### src/rtl/apb_req_arbiter.sv
// apb_req_arbiter
//   Shares one APB master port among NUM_REQ requesters. A round-robin
//   pointer picks a winner in IDLE, the request is latched and driven as a
//   standard SETUP/ACCESS transfer, and the completion (read data, timeout
//   status) is returned as a one-cycle strobe to the original requester.
//   Every transfer ends back in IDLE, so psel is low for at least one cycle
//   between transfers.
// Ports
//   pclk, presetn        clock, synchronous active-low reset
//   req_valid/write      per-requester request and direction (1 = write)
//   req_addr/req_wdata   flattened per-requester address / write data
//   req_ready            one-hot accept strobe, combinational, IDLE only
//   rsp_valid            one-hot completion strobe (1 cycle)
//   rsp_rdata, rsp_err   completion data / timeout flag, held until next
//   psel..pwdata         APB master outputs
//   prdata, pready       APB slave inputs
module apb_req_arbiter #(
    parameter int NUM_REQ     = 4,
    parameter int AW          = 8,
    parameter int DW          = 8,
    parameter int TIMEOUT_CYC = 16
) (
    input  logic                  pclk,
    input  logic                  presetn,
    input  logic [NUM_REQ-1:0]    req_valid,
    input  logic [NUM_REQ-1:0]    req_write,
    input  logic [NUM_REQ*AW-1:0] req_addr,
    input  logic [NUM_REQ*DW-1:0] req_wdata,
    output logic [NUM_REQ-1:0]    req_ready,
    output logic [NUM_REQ-1:0]    rsp_valid,
    output logic [DW-1:0]         rsp_rdata,
    output logic                  rsp_err,
    output logic                  psel,
    output logic                  penable,
    output logic                  pwrite,
    output logic [AW-1:0]         paddr,
    output logic [DW-1:0]         pwdata,
    input  logic [DW-1:0]         prdata,
    input  logic                  pready
);

    localparam int IDW = $clog2(NUM_REQ);
    localparam int CW  = (TIMEOUT_CYC > 2) ? $clog2(TIMEOUT_CYC) : 1;
    localparam logic [CW-1:0] CNT_MAX = (TIMEOUT_CYC > 0) ? CW'(TIMEOUT_CYC - 1) : '0;

    localparam logic [1:0] IDLE   = 2'd0;
    localparam logic [1:0] SETUP  = 2'd1;
    localparam logic [1:0] ACCESS = 2'd2;

    logic [1:0]         state;
    logic [IDW-1:0]     ptr;
    logic [IDW-1:0]     id;
    logic [CW-1:0]      cnt;

    logic [NUM_REQ-1:0] hi_req;
    logic [NUM_REQ-1:0] id_onehot;
    logic [IDW-1:0]     winner;
    logic [IDW-1:0]     ptr_nxt;
    logic               any_req;
    logic               win_write;
    logic [AW-1:0]      win_addr;
    logic [DW-1:0]      win_wdata;

    // Round-robin pick: requests at or above the pointer take priority;
    // if none, wrap and take the lowest pending request overall.
    always_comb begin
        hi_req  = '0;
        winner  = '0;
        any_req = |req_valid;
        for (int i = 0; i < NUM_REQ; i++)
            hi_req[i] = req_valid[i] && (i >= int'(ptr));
        if (|hi_req) begin
            for (int i = NUM_REQ - 1; i >= 0; i--)
                if (hi_req[i]) winner = IDW'(i);
        end else begin
            for (int i = NUM_REQ - 1; i >= 0; i--)
                if (req_valid[i]) winner = IDW'(i);
        end
        ptr_nxt = (winner == IDW'(NUM_REQ - 1)) ? '0 : winner + IDW'(1);
    end

    always_comb begin
        win_write = 1'b0;
        win_addr  = '0;
        win_wdata = '0;
        req_ready = '0;
        id_onehot = '0;
        for (int i = 0; i < NUM_REQ; i++) begin
            if (IDW'(i) == winner) begin
                win_write = req_write[i];
                win_addr  = req_addr[i*AW +: AW];
                win_wdata = req_wdata[i*DW +: DW];
                req_ready[i] = (state == IDLE) && any_req;
            end
            id_onehot[i] = (IDW'(i) == id);
        end
    end

    always_ff @(posedge pclk) begin
        if (!presetn) begin
            state     <= IDLE;
            ptr       <= '0;
            id        <= '0;
            cnt       <= '0;
            psel      <= 1'b0;
            penable   <= 1'b0;
            pwrite    <= 1'b0;
            paddr     <= '0;
            pwdata    <= '0;
            rsp_valid <= '0;
            rsp_rdata <= '0;
            rsp_err   <= 1'b0;
        end else begin
            rsp_valid <= '0;
            case (state)
                IDLE: begin
                    if (any_req) begin
                        pwrite  <= win_write;
                        paddr   <= win_addr;
                        pwdata  <= win_wdata;
                        id      <= winner;
                        ptr     <= ptr_nxt;
                        psel    <= 1'b1;
                        penable <= 1'b0;
                        state   <= SETUP;
                    end
                end
                SETUP: begin
                    penable <= 1'b1;
                    cnt     <= '0;
                    state   <= ACCESS;
                end
                ACCESS: begin
                    if (pready) begin
                        psel      <= 1'b0;
                        penable   <= 1'b0;
                        rsp_valid <= id_onehot;
                        rsp_rdata <= pwrite ? '0 : prdata;
                        rsp_err   <= 1'b0;
                        state     <= IDLE;
                    end else if (TIMEOUT_CYC != 0 && cnt == CNT_MAX) begin
                        // Slave never answered: release the bus and report an error.
                        psel      <= 1'b0;
                        penable   <= 1'b0;
                        rsp_valid <= id_onehot;
                        rsp_rdata <= '0;
                        rsp_err   <= 1'b1;
                        state     <= IDLE;
                    end else begin
                        cnt <= cnt + CW'(1);
                    end
                end
                default: begin
                    psel    <= 1'b0;
                    penable <= 1'b0;
                    state   <= IDLE;
                end
            endcase
        end
    end

endmodule

### config.mk
export PLATFORM = sky130hd
export DESIGN_NAME = apb_req_arbiter
export DESIGN_NICKNAME = d
export VERILOG_FILES = /design/src/rtl/apb_req_arbiter.sv
export SDC_FILE = /design/constraint.sdc
export NUM_CORES = 1
export LEC_CHECK = 0
export CORE_MARGIN = 3
export CORE_UTILIZATION = 35
export DETAILED_ROUTE_END_ITERATION = 7
export PLACE_DENSITY_LB_ADDON = 0.2
export SLEW_MARGIN = 10
export SYNTH_ARGS = -nofsm -noshare
export SYNTH_HDL_FRONTEND = slang
export SYNTH_SLANG_ARGS = --single-unit
### constraint.sdc
create_clock -name pclk -period 3.75 [get_ports pclk]
set_clock_uncertainty 0.15 [all_clocks]
set_input_delay 0.75 -clock pclk [delete_from_list [all_inputs] [get_ports pclk]]
set_output_delay 0.75 -clock pclk [all_outputs]
set_load 0.01 [all_outputs]
# Yosys cells after proc, flatten, opt, wreduce, memory -nomap -nowiden
# Index checks and enable logic that the tools add are counted.
# W data, S select, Z words.
[word_totals]
output_inout_bits = 36
regBits = 42
elab_cells = 94
[op_classes]
add_sub_neg = 2
n_bitwise = 1
reduce_logical = 17
magnitude_cmp = 3
mux = 45
n_eq_ne = 14
[op_table]
columns = ["op", "count"]
rows = [
  ["$mux W8", 11],
  ["$mux W2", 12],
  ["$mux W4", 4],
  ["$mux W1", 14],
  ["$eq A2 B2 Y1 const A", 4],
  ["$pmux W4 S2", 1],
  ["$reduce_and A2 Y1", 4],
  ["$reduce_or A4 Y1", 2],
  ["$logic_not A2 Y1", 3],
  ["$ne A2 B2 Y1 const B", 3],
  ["$pmux W1 S3", 2],
  ["$pmux W2 S3", 1],
  ["$reduce_and A3 Y1", 2],
  ["$add A4 B1 Y4 const B", 1],
  ["$eq A1 B2 Y1 const A", 2],
  ["$eq A2 B2 Y1 const B", 2],
  ["$eq A4 B4 Y1 const B", 1],
  ["$ge A1 B2 Y1 const A", 2],
  ["$logic_and A1 B1 Y1", 4],
  ["$reduce_bool A2 Y1", 2],
  ["$ne A3 B3 Y1 const B", 1],
  ["$add A2 B1 Y2 const B", 1],
  ["$eq A2 B1 Y1 const B", 1],
  ["$ge A2 B2 Y1 const A", 1],
  ["$not A1 Y1", 1],
]

# Depth between registers and ports, before layout
[depth]
word_depth = 11
mapped_depth = 11

# Least setup slack after synthesis
# Ideal clock, no wire load.
[synth_path]
path_kind = "input -> output"
from = "input req_valid[2]"
to = "output req_ready[3]"
path_stages = 8
n_path_buf = 2
arrival_ps = 2242
slack_ps = 608
path_cell_list = "nor2b_1 a21boi_0 o32ai_1 inv_1 ha_1 clkbuf_1 clkbuf_1 and2_1"
[synth_via]
elab_chain_len = 7
[synth_lines]
columns = ["element", "line_no", "source"]
rows = [
  ["start, declared", "25", "input logic [NUM_REQ-1:0] req_valid,"],
  ["$logic_and A1 B1 Y1", "71", "hi_req[i] = req_valid[i] && (i >= int'(ptr));"],
  ["$mux W2 (3 in series)", "74", "if (hi_req[i]) winner = IDW'(i);"],
  ["$mux W2 *", "72", "if (|hi_req) begin"],
  ["via winner[1]", "57", "logic [IDW-1:0] winner;"],
  ["$eq A2 B2 Y1 *", "89", "if (IDW'(i) == winner) begin"],
  ["$mux W1 *", "89", ""],
  ["end, declared", "29", "output logic [NUM_REQ-1:0] req_ready,"],
]
# Mark *: on every way through the listed nets, which the timed path passes. The rest lies on a longest branch.

# Worst setup path in the final report
[layout_path]
from = "input req_valid[2]"
to = "output req_ready[2]"
# Same word-level chain as after synthesis.

==> metrics.md <==
| Metric | Value |
|---|---|
| Static Leak | 1.48 nW |
| Drt initial violations | 71 |
| # setup viols final | 0 |
| Crit path launch type | input pin |
| Top_reg_cell synth | dfxtp_1 |
| Status | completed |
| Final hold vios | 0 |
| Syn Inst Count | approximately 290 |
| Placed Cells | ~470 |
| Routed WL | 6.83 mm |
| Crit. path cell count | 10 |
| DRT Pass-1 Iters | 4 |
| Drt wl/cell | 14.4 microns |
| Crit-path leading delay family | buffers and inverters |
| Die H | 85.2 microns |
| Most common cell in the netlist | a21oi_1 |
| Layout net count | 486 |
| Via count | 2425 |
| Total gr overflow | 0 |
| Number of global-route vias before repair | roughly 2300 |
| Slew headroom | 67.7% |
| Max Root-Sink Buffers | 2 |
| Root buffer cell | clkbuf_8 |
| Number of flops mapped to enable cells by yosys | 0 |
| Hold path depth | 1 |
| FP Rows | 28 |
| Initial antenna violation count | 0 |
| CTS sink cnt | 41 |
| Via/cell ratio | 5.12 |
| Reg2reg setup slack | 1350 ps |
| Tmin final | 3460 ps |
| Critical path endpoint category | output port |
| RSZ-0062 raised after global routing | no |
| HP Class | flip-flop to flip-flop |
| Die area | 7260 sq um |
| Arr. time, crit path | 2560 ps |
| Max Cap Viol | 0 |
| CTS tree | built |
| Post-synthesis async set-or-reset flop share | 0% |
| First-pass GRT wire length | around 11 mm |
| Yosys cell types | 36 |
| Worst-Margin Slew | 480 ps |
| Post-route ant nets | 0 |
| Maximum clock frequency | 289 MHz |
| Most frequent CP cell | buf_4 |
| Req. time, crit path | 2850 ps |
| Max incr delay on CP | 450 ps |
| Area delta synth->final | 64.1% |
| Synth top area cells | dfxtp_1 37%, a21oi_1 12%, a22oi_1 5.8% |
| Worst path cell trace | clkdlybuf4s50_1, nor2b_2, a21boi_2, o32ai_2, buf_4, buf_4, inv_1, ha_1, and2_1, dlymetal6s2s_1 |
| Detailed-route DRC error count | 0 |
| Post-synthesis area per instance | 7.66 sq um |
| IO Count | 119 |
| Pwr Density | 436 nW/um^2 |
| Largest net degree at the start of global routing | slightly above 40 |
| GRT Util Overall | 18.2% |
| Share of cells above drive strength 1 | 7.27% |
| Final period util | 92.3% |
| Setup CP Type | input pin to output port |
| Post-synth top area share | 37.4% |
| Post-CTS Hold Buffers | 0 |
| WP buf/inv | 5 |
| Chip width | 85.2 microns |
| Routability cong. | 0.742 |
| Slowest-stage cell, CP | clkdlybuf4s50_1 |
| Clock transition at the registers of the reported paths | ~80 ps |
| YS warnings | 0 |
| Initial core utilization | 36.7% |
| # H-tree levels | 2 |
| Fillers | 571 |
| Peak supply drop | around 230 uV |
| #FFs+latches synth | 41 |
| Post-synthesis sequential area ratio | 37.4% |
| Core Area | 5990 sq um |
| Final Non-Filler Cells | 474 |
| CTS buffer count | 5 |
| Worst Path Max Fanout | 3 |
| Hpwl dp | 5.27 mm |
| Setup TNS | 0 ps |
| Slew Limit Fails | 0 |
| Buffers on Ports | 118 |
| Post-synth top cells | 54 x a21oi_1, 41 x dfxtp_1, 23 x inv_1, 23 x nand2_1, 22 x o21ai_0 |
| Mapped Nets | 375 |
| Clk_lat worst skew | 300 ps |
| Yosys top cell by area | dfxtp_1 |
| N_diodes | 0 |
| Mapped cell area | 2200 sq um |
| Cell depth of the worst flop-to-flop path | 11 |
## worst register-to-register path: stages, from the launching register on
cell     delay, ps
dfxtp_1        430
nor2b_2         80
o32ai_2        240
buf_4          180
buf_4          110
inv_1           50
ha_1           190
buf_4          240
a21oi_1        150
o21ai_0        110
a22oi_1        240
a21oi_1        100
## sequential cells by signal, indices dropped and copies added, names as in the netlist
name       flops
cnt            4
id             2
paddr          8
penable        1
psel           1
ptr            2
pwdata         8
pwrite         1
rsp_err        1
rsp_rdata      8
rsp_valid      4
state          1
## final cells by class
type	count	area, sq um	share of cell area, %
multi-input cells	200	1210	33.5
flip-flops and latches	41	821	22.8
clock inverters	3	65.1	1.80
repair buffers	127	1260	35.0
inverters	23	86.3	2.39
clock buffers	5	68.8	1.91
well taps	75	93.8	2.60
## layout by cell type (no fill, tap or decap), drive strengths merged, types with 2 or more instances in the layout
master and n:
clkdlybuf4s50 113, a21oi 54, dfxtp 41, o21ai 38
nand2 23, inv 23, a22oi 17, buf 9
nor2 8, a22o 8, nand3 6, nor2b 6
ha 5, clkbuf 5, dlymetal6s2s 5, nor3 5
o22ai 5, and2 4, nor4 3, nor3b 2
nand2b 2, nand4b 2, bufinv 2, a21boi 2
## cell families (layout without fill, tap and decap cells)
family / Yosys count / count (layout) / synth area share (%)
AND/OR/NAND/NOR: 63 / 63 / 15.7
AO/OA/AOI/OAI: 131 / 131 / 34.9
adder cells (fa/ha/maj): 5 / 5 / 2.85
multiplexers: 1 / 1 / 0.456
flip-flops: 41 / 41 / 37.4
buffers and inverters: 46 / 158 / 8.77
## metrics by stage
stage	util (%)	hold WS (ps)	power, mW	setup slack (ps)	cell area [sq um]
2_1_floorplan	-	293	0.874	608	2200
3_3_place_gp	57.2	311	1.15	-77.8	3430
3_5_place_dp	57.2	316	1.16	-169	3430
4_1_cts	59.5	339	1.58	12.0	3570
5_1_grt	60.2	348	1.67	193	3600
6_report	60.2	333	1.57	289	3600
## per-layer routing
layer  GRT usage (%)  up-vias  share of wire [%]  routed length, microns
met2            30.8       85                 48                    3280
met3            6.60        7                8.8                     599
met5               0        -                  0                       0
li1                -     1247                  -                       -
met4            4.75        0                1.2                      82
met1            22.0     1086                 42                    2860
## power breakdown
| group | switching [mW] | internal (mW) | total [mW] |
|---|---|---|---|
| clock | 0.152 | 0.264 | 0.417 |
| combinational | 0.310 | 0.309 | 0.619 |
| sequential | 0.0470 | 0.491 | 0.538 |
## what timing repair did
item                       4_1_cts  5_1_grt
setup endpoints to repair        4        4
pin swaps                        0        2
resized for setup                1       12
hold endpoints to repair         0        0
setup buffers                    0        1
## worst paths after layout
path / to / from
setup / recovery: req_ready[2] / req_valid[2]
hold / removal: rsp_valid[2]$_SDFF_PN0_ / id[0]$_SDFFE_PN0P_
setup reg to reg: pwrite$_SDFFE_PN0P_ / ptr[0]$_SDFFE_PN0P_
hold reg to reg: rsp_valid[2]$_SDFF_PN0_ / id[0]$_SDFFE_PN0P_
Power figures use the tool's default switching activity.
